===== src/rtl/tick_gen.sv =====
// Multi-channel programmable clock-enable / square-wave generator.
// Each channel emits a one-cycle tick and toggles its level every div+1 enabled cycles.
module tick_gen #(
  parameter int                        NUM_CH   = 3,
  parameter int                        CNT_W    = 32,
  parameter logic [NUM_CH*CNT_W-1:0]   INIT_DIV = {32'd30000000, 32'd20000, 32'd50000000}
) (
  input  logic                      clk,
  input  logic                      rst,
  input  logic [NUM_CH-1:0]         ch_en,
  input  logic                      sync,
  input  logic                      wr_en,
  input  logic [3:0]                wr_ch,
  input  logic [CNT_W-1:0]          wr_div,
  output logic [NUM_CH-1:0]         tick,
  output logic [NUM_CH-1:0]         level,
  output logic [NUM_CH*CNT_W-1:0]   rd_div
);

  localparam logic [4:0] NUM_CH_W = 5'(NUM_CH);

  logic [CNT_W-1:0]  div_q [NUM_CH];
  logic [CNT_W-1:0]  div_d [NUM_CH];
  logic [CNT_W-1:0]  cnt_q [NUM_CH];
  logic [CNT_W-1:0]  cnt_d [NUM_CH];
  logic [NUM_CH-1:0] level_q, level_d;
  logic [NUM_CH-1:0] tick_q, tick_d;
  logic [NUM_CH-1:0] wr_hit;
  logic              wr_valid;

  always_comb begin
    wr_valid = wr_en && ({1'b0, wr_ch} < NUM_CH_W);
    wr_hit   = '0;
    level_d  = level_q;
    tick_d   = '0;
    for (int i = 0; i < NUM_CH; i++) begin
      div_d[i]  = div_q[i];
      cnt_d[i]  = cnt_q[i];
      wr_hit[i] = wr_valid && (wr_ch == 4'(i));
      if (wr_hit[i]) begin
        div_d[i] = wr_div;
      end
      // Sync wins over the write for counter/level, but the divisor update above still lands.
      if (sync) begin
        cnt_d[i]   = '0;
        level_d[i] = 1'b0;
      end else if (wr_hit[i]) begin
        cnt_d[i] = '0;
      end else if (ch_en[i]) begin
        if (cnt_q[i] >= div_q[i]) begin
          cnt_d[i]   = '0;
          level_d[i] = ~level_q[i];
          tick_d[i]  = 1'b1;
        end else begin
          cnt_d[i] = cnt_q[i] + CNT_W'(1);
        end
      end
    end
  end

  always_ff @(posedge clk) begin
    if (rst) begin
      for (int i = 0; i < NUM_CH; i++) begin
        div_q[i] <= INIT_DIV[i*CNT_W +: CNT_W];
        cnt_q[i] <= '0;
      end
      level_q <= '0;
      tick_q  <= '0;
    end else begin
      for (int i = 0; i < NUM_CH; i++) begin
        div_q[i] <= div_d[i];
        cnt_q[i] <= cnt_d[i];
      end
      level_q <= level_d;
      tick_q  <= tick_d;
    end
  end

  always_comb begin
    rd_div = '0;
    for (int i = 0; i < NUM_CH; i++) begin
      rd_div[i*CNT_W +: CNT_W] = div_q[i];
    end
  end

  assign tick  = tick_q;
  assign level = level_q;

endmodule


===== config.mk =====
export PLATFORM = sky130hd
export DESIGN_NAME = tick_gen
export DESIGN_NICKNAME = d
export VERILOG_FILES = /design/src/rtl/tick_gen.sv
export SDC_FILE = /design/constraint.sdc
export NUM_CORES = 1
export LEC_CHECK = 0
export ABC_AREA = 1
export BUFFER_PORTS_ARGS = -buffer_cell sky130_fd_sc_hd__buf_2
export CORE_MARGIN = 2
export CORE_UTILIZATION = 44
export CTS_BUF_LIST = sky130_fd_sc_hd__clkbuf_4 sky130_fd_sc_hd__clkbuf_8 sky130_fd_sc_hd__clkbuf_16
export DETAILED_ROUTE_END_ITERATION = 16
export PLACE_DENSITY = 0.64
export SYNTH_ARGS = -nofsm -noshare
export SYNTH_HDL_FRONTEND = slang
export SYNTH_SLANG_ARGS = --single-unit

===== constraint.sdc =====
create_clock -name clk -period 2.5 [get_ports clk]
set_input_delay 0.375 -clock clk [delete_from_list [all_inputs] [get_ports clk]]
set_output_delay 0.375 -clock clk [all_outputs]
set_load 0.03 [all_outputs]

==> flow_summary.yaml <==
run_status:
  outcome: "complete, no violations"
synthesis:
  syn-num-nets: 1585
  ys_types: 40
  ys_top_cells_by_count: "nand2_1, dfxtp_1, inv_1"
  synth_cells: 1443
  synth_edf_count: 0
  synth_most_common_cell: "nand2_1"
  ys_seq_area_frac: 0.368
  yosys_warnings: 0
  ys_ff_latch: 198
  avgSynthCellArea_um2: 7.46
  yosys.area.top_type: "dfxtp_1"
  synth_ff_type: "dfxtp_1"
  synth_area_mm2: 0.0108
  synth_area_leaders: "dfxtp_1, ha_1, nand2_1"
  synth.top_cell.area_share: 0.368
  synth-async-reset-ratio: 0
cts:
  clk_pin_slew_ps: 80
  cts_tree: "yes"
  clk_path_buf_depth: 2
  cts_made_buffers: 17
  postCtsSetupBuffers: 0
  cts_max_level: 4
  clk_latency_ps: 440
  cts_sinks: 198
  root_buffer: "clkbuf_16"
  cts_resized: 0
  hold_buffers: 0
detailed_routing:
  ant_nets: 0
  drcViolationCount: 0
  drtPass1Iterations: 6
  drt_iter0_markers: 497
  wire_per_inst_um: 15.7
  vias: 9568
  wirelength_mm: 30.1
  viasPerCell: 4.98
setup_path:
  crit_top_cell: "nand2_1"
  crit_chain: "inv_1 -> ha_1 -> nand2_1 -> o21ai_0 -> nor2_1 -> nand2_1 -> a21oi_1 -> nand2_1 -> nand2_1 -> nand2_1 -> buf_12 -> nor2_1"
  cp_slowest_stage_delay_ps: 350
  path_class: "register to register"
  worstPathMaxFanout: 23
  crit_path_end_kind: "register"
  required_ps: 2880
  start_kind: "register"
  slowest_stage: "dfxtp_1"
  critPathArrivalTime_ps: 2690
  r2r_slack_ps: 190
floorplanning:
  dieArea_mm2: 0.0257
  start_util: 0.445
  fp-row-count: 57
  core_mm2: 0.0242
  die_w_um: 160
  die_height_um: 160
  io_pins: 145
grt:
  grt_pass1_vias: 8795
  grt_pass1_wl_mm: 47.3
  grt_max_degree: 47
  grtUsageTotal: 0.235
  globalRoute.totalOverflow: 0
  grt_antenna_before_repair: 1
placed_design:
  post-dp-hpwl_mm: 24.0
  port_buffers: 144
  gp_congestion: 0.921
timing:
  post-route-period-util: 0.924
  maxSlewHeadroom: 0.619
  skew_ps: 14.6
  setup_viol: 0
  tns_ps: 0
  fin_crit_ps: 2310
  max_freq_ghz: 0.433
  worst_pin_slew_ps: 565
  rsz0062_at_grt: "false"
  finalHoldViolCount: 0
  maxSlewViolCount: 0
pwr:
  power_density_mw_per_mm2: 526
  ir_drop_uv: 376
  p_leak_nw: 5.69
run:
  max_cap_violations: 0
finish:
  synthToLayoutAreaGrowth_pct: 15.8
  fill_cells: 2382
  finalNetCount: 1726
  final_core_util: 0.516
  drive_above_1_share: 0.162
worst_hold_path:
  worst_hold_path_type: "input pin to register"
==> routing by layer <==
metal | GRT usage | share of wire
met4 | 0.0659 | 0.022
met2 | 0.379 | 0.45
met5 | 0 | 0
met3 | 0.0519 | 0.062
met1 | 0.318 | 0.46
==> power by group <==
part / switching, mW / leakage [nW] / internal (mW)
registers: 0.0257 / 1.60 / 3.19
logic: 0.340 / 3.80 / 0.139
clock network: 1.33 / 0.296 / 1.53
==> state kept, by name, indices dropped and copies added, names as in the netlist <==
| register | flops |
|---|---|
| cnt_q | 96 |
| tick | 3 |
| div_q | 96 |
| level | 3 |
==> logic make-up (layout without fill, tap and decap cells) <==
kind of cell             after synthesis  count (layout)  share of synthesized area
buffers and inverters                247             401                     0.0912
AO/OA/AOI/OAI                        269             269                      0.128
XOR/XNOR                              69              69                     0.0561
adder cells (fa/ha/maj)               99              99                      0.115
other                                  0               1                          0
AND/OR/NAND/NOR                      561             561                      0.241
flip-flops                           198             198                      0.368
==> area by class of cell <==
class                      count  area, um^2  area share
clock buffer                  18         439      0.0352
timing repair buffer         162         893      0.0717
multi-input combinational    998        5820       0.467
clock inverter                14         161      0.0129
antenna                        1        2.50    0.000201
sequential                   198        3960       0.318
inverter                     207         779      0.0625
tap                          324         405      0.0325
==> per-stage QoR <==
step	power, mW	worst slack, ps	instances	instance area [um^2]	hold WS, ps
2_1_floorplan	3.57	457	1443	10800	473
3_3_place_gp	3.76	284	1889	11900	459
3_5_place_dp	3.77	251	1889	11900	467
4_1_cts	6.60	223	1921	12500	188
5_1_grt	6.78	14.4	1922	12500	205
6_report	6.56	190	1922	12500	201
==> placed cells by master, fill, tap and decap left out, drive strengths merged, types with 33 or more instances in the layout <==
master	count
dfxtp	198
ha	99
nor2	201
a21oi	145
inv	214
xor2	50
nand3	47
buf	162
nand4	33
nand2	245
o21ai	111
==> final timing paths <==
check,from,end,cells after the start
setup / recovery,div_q[0][31],cnt_q[0][21],12
hold / removal,wr_div[5],div_q[0][37],3
setup reg to reg,div_q[0][31],cnt_q[0][21],12
hold reg to reg,div_q[0][29],div_q[0][29],2
==> worst max-delay path: cells and delay by family, from the launching register on <==
family,cells,cell delay [ps]
buf+inv,2,350
flops,1,350
simple gates,7,890
compound gates,2,340
fa+ha+maj,1,320
No activity file was read; power rests on OpenSTA's default activity.
